$ cat config.mk
export PLATFORM = sky130hd
export DESIGN_NAME = switch_control
export DESIGN_NICKNAME = d
export VERILOG_FILES = /design/src/rtl/switch_control_pkg.sv /design/src/rtl/switch_control_arbiter.sv /design/src/rtl/switch_control.sv
export SDC_FILE = /design/constraint.sdc
export NUM_CORES = 1
export LEC_CHECK = 0
export ABC_AREA = 0
export CAP_MARGIN = 40
export CORE_UTILIZATION = 35
export DETAILED_ROUTE_END_ITERATION = 16
export PLACE_DENSITY = 0.56
export SYNTH_ARGS = -nofsm -noshare
export SYNTH_HDL_FRONTEND = slang
export SYNTH_SLANG_ARGS = --single-unit
$ cat constraint.sdc
create_clock -name clock -period 3.8 [get_ports clock]
set_input_delay 0.76 -clock clock [delete_from_list [all_inputs] [get_ports clock]]
set_output_delay 0.76 -clock clock [all_outputs]
set_load 0.005 [all_outputs]
$ cat src/rtl/switch_control_pkg.sv
// Shared port indices, widths and state encodings for the Phoenix router switch control.
package switch_control_pkg;
    localparam int WIDTH = 16;
    localparam int NPORT = 5;
    localparam int PW    = 3;

    localparam logic [PW-1:0] EAST  = 3'd0;
    localparam logic [PW-1:0] WEST  = 3'd1;
    localparam logic [PW-1:0] NORTH = 3'd2;
    localparam logic [PW-1:0] SOUTH = 3'd3;
    localparam logic [PW-1:0] LOCAL = 3'd4;

    typedef enum logic [1:0] {
        S_IDLE  = 2'd0,
        S_ARB   = 2'd1,
        S_ROUTE = 2'd2
    } sw_state_t;

    typedef enum logic [1:0] {
        P_HDR  = 2'd0,
        P_SIZE = 2'd1,
        P_PAY  = 2'd2
    } pkt_phase_t;
endpackage

$ cat src/rtl/switch_control_arbiter.sv
// Round-robin arbiter over the router inputs; the pointer remembers the last winner
// and only moves when the caller pulses en.
module round_robin_arbiter
    import switch_control_pkg::*;
(
    input  logic             clock,
    input  logic             reset,
    input  logic [NPORT-1:0] req,
    input  logic             en,
    output logic [NPORT-1:0] grant,
    output logic [PW-1:0]    grant_idx,
    output logic             valid
);
    logic [PW-1:0] ptr;

    always_comb begin
        int idx;
        idx       = 0;
        grant     = '0;
        grant_idx = '0;
        valid     = 1'b0;
        // Scan ptr+1, ptr+2, ... so the last winner has the lowest priority.
        for (int k = 1; k <= NPORT; k++) begin
            idx = int'(ptr) + k;
            if (idx >= NPORT) idx = idx - NPORT;
            if (!valid && req[idx]) begin
                valid     = 1'b1;
                grant_idx = PW'(idx);
            end
        end
        if (valid) grant[grant_idx] = 1'b1;
    end

    always_ff @(posedge clock or negedge reset) begin
        if (!reset) begin
            ptr <= LOCAL;
        end else if (en && valid) begin
            ptr <= grant_idx;
        end
    end
endmodule

$ cat src/rtl/switch_control.sv
// Router-level scheduler: arbitrates header requests, reserves the XY output port and
// frees it once the packet's last flit has been pulled from the input buffer.
//
//  state   | meaning
//  S_IDLE  | wait for an unrouted header on a free input
//  S_ARB   | pick the next requester round-robin, latch its target address
//  S_ROUTE | compute XY output; grant if that output is free, else drop and retry later
module switch_control
    import switch_control_pkg::*;
(
    input  logic                   clock,
    input  logic                   reset,
    input  logic [7:0]             addr,
    input  logic [NPORT-1:0]       req_h,
    input  logic [NPORT*WIDTH-1:0] head,
    input  logic [NPORT-1:0]       pull,
    output logic [NPORT-1:0]       ack_h,
    output logic [NPORT*3-1:0]     out_of_in,
    output logic [NPORT*3-1:0]     in_of_out,
    output logic [NPORT-1:0]       in_busy,
    output logic [NPORT-1:0]       out_busy
);
    function automatic logic [PW-1:0] xy_route(input logic [7:0] here, input logic [7:0] tgt);
        if (tgt[7:4] > here[7:4]) return EAST;
        if (tgt[7:4] < here[7:4]) return WEST;
        if (tgt[3:0] > here[3:0]) return NORTH;
        if (tgt[3:0] < here[3:0]) return SOUTH;
        return LOCAL;
    endfunction

    sw_state_t        state, state_nxt;
    logic [NPORT-1:0] eligible, arb_grant, sel_1h, dst_1h, rel, rel_out;
    logic [PW-1:0]    arb_idx, sel, dst;
    logic             arb_valid, arb_en, grant_ok;
    logic [7:0]       target;
    logic [PW-1:0]    oi_r [NPORT];
    logic [PW-1:0]    io_r [NPORT];
    pkt_phase_t       phase [NPORT];
    logic [WIDTH-1:0] cnt [NPORT];

    assign eligible = req_h & ~in_busy;

    round_robin_arbiter u_arb (
        .clock     (clock),
        .reset     (reset),
        .req       (eligible),
        .en        (arb_en),
        .grant     (arb_grant),
        .grant_idx (arb_idx),
        .valid     (arb_valid)
    );

    always_comb begin
        state_nxt = state;
        arb_en    = 1'b0;
        case (state)
            S_IDLE:  if (|eligible) state_nxt = S_ARB;
            S_ARB: begin
                arb_en    = 1'b1;
                state_nxt = arb_valid ? S_ROUTE : S_IDLE;
            end
            S_ROUTE: state_nxt = S_IDLE;
            default: state_nxt = S_IDLE;
        endcase
    end

    assign dst      = xy_route(addr, target);
    assign dst_1h   = NPORT'(1) << dst;
    // out_busy is the registered value, so an output freed this cycle is not reusable yet.
    assign grant_ok = (state == S_ROUTE) && !out_busy[dst];

    always_ff @(posedge clock or negedge reset) begin
        if (!reset) begin
            state  <= S_IDLE;
            sel    <= '0;
            sel_1h <= '0;
            target <= '0;
        end else begin
            state <= state_nxt;
            if (arb_en && arb_valid) begin
                sel    <= arb_idx;
                sel_1h <= arb_grant;
                target <= head[int'(arb_idx)*WIDTH +: 8];
            end
        end
    end

    always_comb begin
        rel     = '0;
        rel_out = '0;
        for (int i = 0; i < NPORT; i++) begin
            if (pull[i] && in_busy[i]) begin
                if ((phase[i] == P_SIZE && head[i*WIDTH +: WIDTH] == '0) ||
                    (phase[i] == P_PAY && cnt[i] == WIDTH'(1)))
                    rel[i] = 1'b1;
            end
            if (rel[i]) rel_out[oi_r[i]] = 1'b1;
        end
    end

    always_ff @(posedge clock or negedge reset) begin
        if (!reset) begin
            ack_h    <= '0;
            in_busy  <= '0;
            out_busy <= '0;
            for (int i = 0; i < NPORT; i++) begin
                oi_r[i] <= '0;
                io_r[i] <= '0;
            end
        end else begin
            ack_h    <= grant_ok ? sel_1h : '0;
            in_busy  <= (in_busy & ~rel) | (grant_ok ? sel_1h : '0);
            out_busy <= (out_busy & ~rel_out) | (grant_ok ? dst_1h : '0);
            if (grant_ok) begin
                oi_r[sel] <= dst;
                io_r[dst] <= sel;
            end
        end
    end

    // Flit counting: header, size flit carrying N, then N payload flits.
    always_ff @(posedge clock or negedge reset) begin
        if (!reset) begin
            for (int i = 0; i < NPORT; i++) begin
                phase[i] <= P_HDR;
                cnt[i]   <= '0;
            end
        end else begin
            for (int i = 0; i < NPORT; i++) begin
                if (pull[i] && in_busy[i]) begin
                    case (phase[i])
                        P_HDR: phase[i] <= P_SIZE;
                        P_SIZE: begin
                            cnt[i]   <= head[i*WIDTH +: WIDTH];
                            phase[i] <= (head[i*WIDTH +: WIDTH] == '0) ? P_HDR : P_PAY;
                        end
                        P_PAY: begin
                            cnt[i] <= cnt[i] - WIDTH'(1);
                            if (cnt[i] == WIDTH'(1)) phase[i] <= P_HDR;
                        end
                        default: phase[i] <= P_HDR;
                    endcase
                end
            end
        end
    end

    always_comb begin
        out_of_in = '0;
        in_of_out = '0;
        for (int i = 0; i < NPORT; i++) begin
            out_of_in[i*3 +: 3] = oi_r[i];
            in_of_out[i*3 +: 3] = io_r[i];
        end
    end
endmodule

After elaboration in Yosys (flattened, before gate mapping)
Cells that the tools add are included.
Widths: inputs -> output; s select.
Operators by class
  add/sub/neg operators: 15
  order comparisons: 31
  eq/ne operators: 23
  shift-type cells: 2
  muxes and demuxes: 110
  bitwise gates (word level): 14
  reduce and logical (&&, ||, !) cells: 66
Operators with widths (count)
  $ge 32x4->1 const B: 5
  $lt 32x5->1 const B: 5
  $mux 32: 5
  $pmux 16 s2: 5
  $sub 32x4->32 const B: 5
  $eq 16x1->1 const B: 5
  $logic_not 16->1: 5
  $shiftx 80x8->8: 1
  $sub 16x1->16 const B: 5
  $mux 3: 15
  $mux 1: 43
  $mux 5: 8
  $bwmux 15: 2
  $or 5x5->5: 6
  $pmux 2 s3: 5
  $logic_and 1x1->1: 29
  $lt 3x4->1 const B: 7
  $mux 2: 12
  $reduce_and 2->1: 10
  $bmux 1 s3: 6
  $demux 1 s3: 6
  $demux 3 s3: 2
  $ge 3x1->1 const B: 6
  $and 5x5->5: 3
  other kinds (20): 60
Storage, ports and cells
  register bits after elaboration: 156
  output and inout bits: 45

Longest topological paths before layout
  depth after elaboration: 24
  depth in mapped cells: 16
  mapped depth without buffers: 14

Hierarchy
A second synthesis with hierarchy kept.
Second synthesis, totals
  cell total of the unflattened synthesis: 1243
  area total of the unflattened synthesis: 10729.0 um^2
By module, submodules not included
  switch_control: times used 1, cells an instance 1060, area each 9308.9 um^2
  round_robin_arbiter: times used 1, cells an instance 183, area each 1420.1 um^2

Least setup slack after synthesis
Ideal clock, no wire load.
  path type: register to register
  start: register sel[0] (netlist name)
  end: register target[4]
  data arrival time: 3.583 ns
  required time: 3.661 ns
  path slack: 0.078 ns
  stages on the path, launching flop included: 16
  path buffers: 2
  clock period less this slack: 3.722 ns
  cell sequence: dfrtp_1 -> inv_1 -> buf_2 -> ha_1 -> inv_1 -> fa_1 -> clkinv_1 -> a22oi_1 -> o32ai_4 -> nand3_4 -> or2_4 -> o32a_1 -> mux2_2 -> buf_6 -> a221oi_1 -> a22oi_1
RTL lines
  end signal, assigned: RTL line switch_control.sv:83  | target <= head[int'(arb_idx)*WIDTH +: 8];
  end, declared: RTL line switch_control.sv:35  | logic [7:0] target;

Worst setup path in the final report
  start: input port addr[1]
  end: register out_busy[1]
Between the ends
  longest elaborated chain between the ends: 15
  elaborated cells between the ends (all ways): 22
RTL lines
  start, declared: RTL line switch_control.sv:13  | input logic [7:0] addr,
  $lt 4x4->1: RTL line switch_control.sv:27  | if (tgt[3:0] < here[3:0]) return SOUTH;
  $mux 1 (2 in series): RTL line switch_control.sv:27
  $mux 1: RTL line switch_control.sv:26  | if (tgt[3:0] > here[3:0]) return NORTH;
  $mux 1: RTL line switch_control.sv:25  | if (tgt[7:4] < here[7:4]) return WEST;
  $mux 3: RTL line switch_control.sv:28  | return LOCAL;
  $mux 3 (*): RTL line switch_control.sv:27
  $mux 3 (*): RTL line switch_control.sv:26
  $mux 3 (*): RTL line switch_control.sv:25
  $bmux 1 s3: RTL line switch_control.sv:70  | assign grant_ok = (state == S_ROUTE) && !out_busy[dst];
  $mux 1 (not written as such): RTL line switch_control.sv:70
  $logic_not 1->1: RTL line switch_control.sv:70
  $logic_and 1x1->1: RTL line switch_control.sv:70
  $mux 5 (*): RTL line switch_control.sv:113  | out_busy <= (out_busy & ~rel_out) | (grant_ok ? dst_1h : '0);
  $or 5x5->5 (*): RTL line switch_control.sv:113
  end signal, assigned: RTL line switch_control.sv:113
  end, declared: RTL line switch_control.sv:21  | output logic [NPORT-1:0] out_busy
Every way passes the cells marked *; elsewhere a longest branch is shown, timed or not. The select of a mux whose other input is x is not followed.
A chain may end at the register's enable or synchronous reset.

==> run_results.csv <==
group,metric,value,unit
grt,grt_pass1_vias,9449,
cts,cts.sinks,154,
routing,wl,31.87,mm
finish,fin_area,0.01337,mm²
floorplanning,top_level_ports,145,
power_and_ir_drop,swShare,44.88,%
grt,grt_usage,21.10,%
cts,cts_tree,"built",
finish,fin_util,46.21,%
timing,hold_viol_final,0,
synthesis,async_flop_share,100.0,%
cts,clk_pin_slew_worst_paths,0.07,ns
finish,antenna_cells,0,
cts,cts_buffer_depth,2,
placement,dp_hpwl,24.16,mm
setup_path,start_kind,"primary input",
setup_path,r2r_cells,14,
routing,vias_per_cell,5.533,
grt,grt-ovfl-total,0,
finish,drive_gt1_share,13.61,%
setup_path,r2r-end,"target[2]$_DFFE_PN0P_",
cts,holdBufCountCts,0,
cts,insertion_delay,0.42,ns
finish,multi_input_area,0.006133,mm²
synthesis,ys_ff_latch,154,
synthesis,netlist_area,0.01040,mm²
timing,final-setup-viol-count,0,
setup_path,end_kind,"register",
hold_path,hp-class,"in -> async",
routing,wl_per_cell,17.83,µm
synthesis,synth_cell_type_count,84,
synthesis,synth_nets,1349,
finish,final_cell_mix,"dfrtp_1, a21oi_1, clkdlybuf4s50_1",
power_and_ir_drop,pwr-share-seq,25.5,%
cts,cts_root_buf,"clkbuf_16",
floorplanning,rows,62,
floorplanning,die_height,174.3,µm
timing,grt_setup_unrepaired,"no",
timing,fmax,275.8,MHz
setup_path,crit_type,"in -> reg",
routing,drtIter0Drc,662,
timing,worst_slew_pin_slew,0.8538,ns
timing,fin_crit_sh,95.41,%
synthesis,synth_ff_type,"dfrtp_1",
floorplanning,die_area,0.03040,mm²
setup_path,worstPathRequired,4.12,ns
job,drv_cap,0,
floorplanning,core,0.02894,mm²
synthesis,synth-edff-count,0,
power_and_ir_drop,power.switching,5537,µW
power_and_ir_drop,clock_power_share,14.2,%
finish,finish.net_count,1534,
placement,place_area,0.01270,mm²
cts,cts_max_level,4,
timing,final_max_slew_viol_count,0,
power_and_ir_drop,powerDensity,922.8,mW/mm²
power_and_ir_drop,p_leak,0.005430,µW
setup_path,crit_arrival,3.94,ns
timing,setup_ws,0.1746,ns
finish,area_delta_synth_final,28.61,%
power_and_ir_drop,p_int,6800,µW
grt,antenna_found_initial,0,
timing,slew_headroom,43.08,%
synthesis,ys_seq_area_share,37.08,%
synthesis,avgSynthCellArea,8.628,µm²
floorplanning,die_x,174.3,µm
placement,dpl_worst_slack,-0.5199,ns
routing,vias,9887,
grt,grt_max_degree,57,
placement,globalplace.congestion,0.8827,
finish,layout.area.seq,0.003855,mm²
placement,io_buffers,144,
cts,cts_buffers,17,
power_and_ir_drop,p_comb_share,60.4,%
routing,drtAntennaViolNets,0,
timing,fin_skew,0.01109,ns
finish,final_common_cell,"dfrtp_1",
setup_path,critPathMaxFanout,7,
synthesis,syn_inst,1205,
setup_path,timing.rr.start,"sel[0]$_DFFE_PN0P_",
run_status,status,"finished clean",
routing,drt_first_pass_iters,5,
floorplanning,initial_utilization,35.93,%
timing,finalWorstPathRequiredPeriod,3.625,ns
routing,drc_errors,0,
finish,n_fill_cell,2801,
power_and_ir_drop,ir_drop,686.0,µV
setup_path,ff2ff_setup_slack,0.21,ns
grt,grt_pass1_wl,51.16,mm
synthesis,ys_warn_count,0,
==> power groups by stage <==
stage / clock network [µW] / logic, µW / registers, µW
after floorplan: 0 / 5000 / 2920
after global placement: 0 / 7120 / 3140
after detailed placement: 0 / 7210 / 3160
after CTS: 1800 / 7230 / 3130
after global routing: 1850 / 8170 / 3260
final: 1750 / 7450 / 3140
==> worst max path at each step <==
stage                            start                  endpoint  slack, ns  cells past startpoint
global route        sel[1]$_DFFE_PN0P_     target[4]$_DFFE_PN0P_       0.01                     14
floorplan           sel[0]$_DFFE_PN0P_     target[4]$_DFFE_PN0P_       0.08                     15
global placement               addr[5]  out_of_in[3]$_DFFE_PN0P_      -0.65                     14
finish                         addr[1]     out_busy[1]$_DFF_PN0_       0.17                     16
CTS                 sel[0]$_DFFE_PN0P_     target[4]$_DFFE_PN0P_      0.009                     13
detailed placement             addr[5]  in_of_out[3]$_DFFE_PN0P_      -0.52                     14
==> stage by stage <==
stage / hold slack [ns] / TNS (ns) / cells / power (µW)
3_3_place_gp: 0.4514 / -20.31 / 1752 / 10260
4_1_cts: 0.3239 / 0 / 1785 / 12160
2_1_floorplan: 0.4178 / 0 / 1205 / 7917
3_5_place_dp: 0.4594 / -14.34 / 1753 / 10360
6_report: 0.2931 / 0 / 1787 / 12340
5_1_grt: 0.3340 / 0 / 1787 / 13280
==> flip-flops by register name, summed over array words and instances, names as in the netlist <==
name       cells
ack_h          5
cnt           80
in_busy        5
in_of_out     15
out_busy       5
out_of_in     15
phase         10
sel            3
sel_1h         5
state          2
target         8
u_arb.ptr      1
==> timing repair <==
item                       in CTS  in global routing
setup endpoints to repair      14                 27
pin swaps                       0                  2
resized for setup               1                 12
buffers inserted                0                  2
==> routing by layer <==
metal	global-route usage, %	part of all wire (%)	vias to the layer above
met2	33.37	45	248
met1	29.65	48	4762
met4	6.104	2.2	0
met3	3.237	4.7	39
li1	-	-	4838
met5	0	0	-
==> synthesized netlist by cell type, types with 6 or more instances <==
cell type  count  area share (%)
mux2_2        40             4.3
o32ai_1       14             1.2
o21a_1         6            0.43
o21ai_0       85             4.1
a22oi_1        6            0.43
nand2b_1      23             1.4
o22ai_1       29             1.7
ha_1          43             5.2
a21o_1        13            0.94
nor3b_1        7            0.51
and2_1        13            0.78
a21oi_1      143             6.9
or3_1         20             1.2
nand4_1       12            0.72
o211ai_1       6            0.43
dfrtp_1      153              37
buf_2          7            0.34
nand2_1      102             3.7
mux2_1         6            0.65
a221oi_1       7            0.59
clkbuf_1      42             1.5
nand3b_1      14             1.0
and4_1         6            0.51
inv_1         57             2.1
nor3_1        24             1.2
nor2_1        93             3.4
nor4_1        37             2.2
nand3_1       44             2.1
mux2i_1       13             1.3
a211oi_1      10            0.72
and3_1        12            0.72
nor2b_1       14            0.84
==> cell families (layout without fill, tap and decap cells) <==
| logic type | Yosys count | in the layout | synth area share (%) |
|---|---|---|---|
| and+or+nand+nor | 454 | 454 | 23.32 |
| AOI/OAI and AO/OA | 372 | 372 | 22.34 |
| DFF | 154 | 154 | 37.08 |
| buffers and inverters | 114 | 312 | 4.417 |
| muxes | 63 | 63 | 6.956 |
| adders and majority gates | 44 | 44 | 5.368 |
| xor gates and xnor gates | 4 | 4 | 0.5176 |
==> final cells by class <==
cell class	instances	share of cell area (%)
multi-input combinational	937	45.87
tap	384	3.593
sequential	154	28.83
timing repair buffer	222	15.55
clock inverter	15	1.338
inverter	58	1.628
clock buffer	17	3.182
==> critical path, cell delays in order <==
cell and delay (ns):
clkdlybuf4s50_1 0.50, inv_1 0.07, ha_1 0.30, nor2b_1 0.14, o21a_1 0.16, o21a_1 0.18, or2_2 0.30, a211oi_2 0.22
buf_4 0.19, and3_1 0.21, o31ai_4 0.10, buf_2 0.16, buf_4 0.13, and2_1 0.20, buf_4 0.15, a41o_1 0.19
Power figures use the tool's default switching activity.
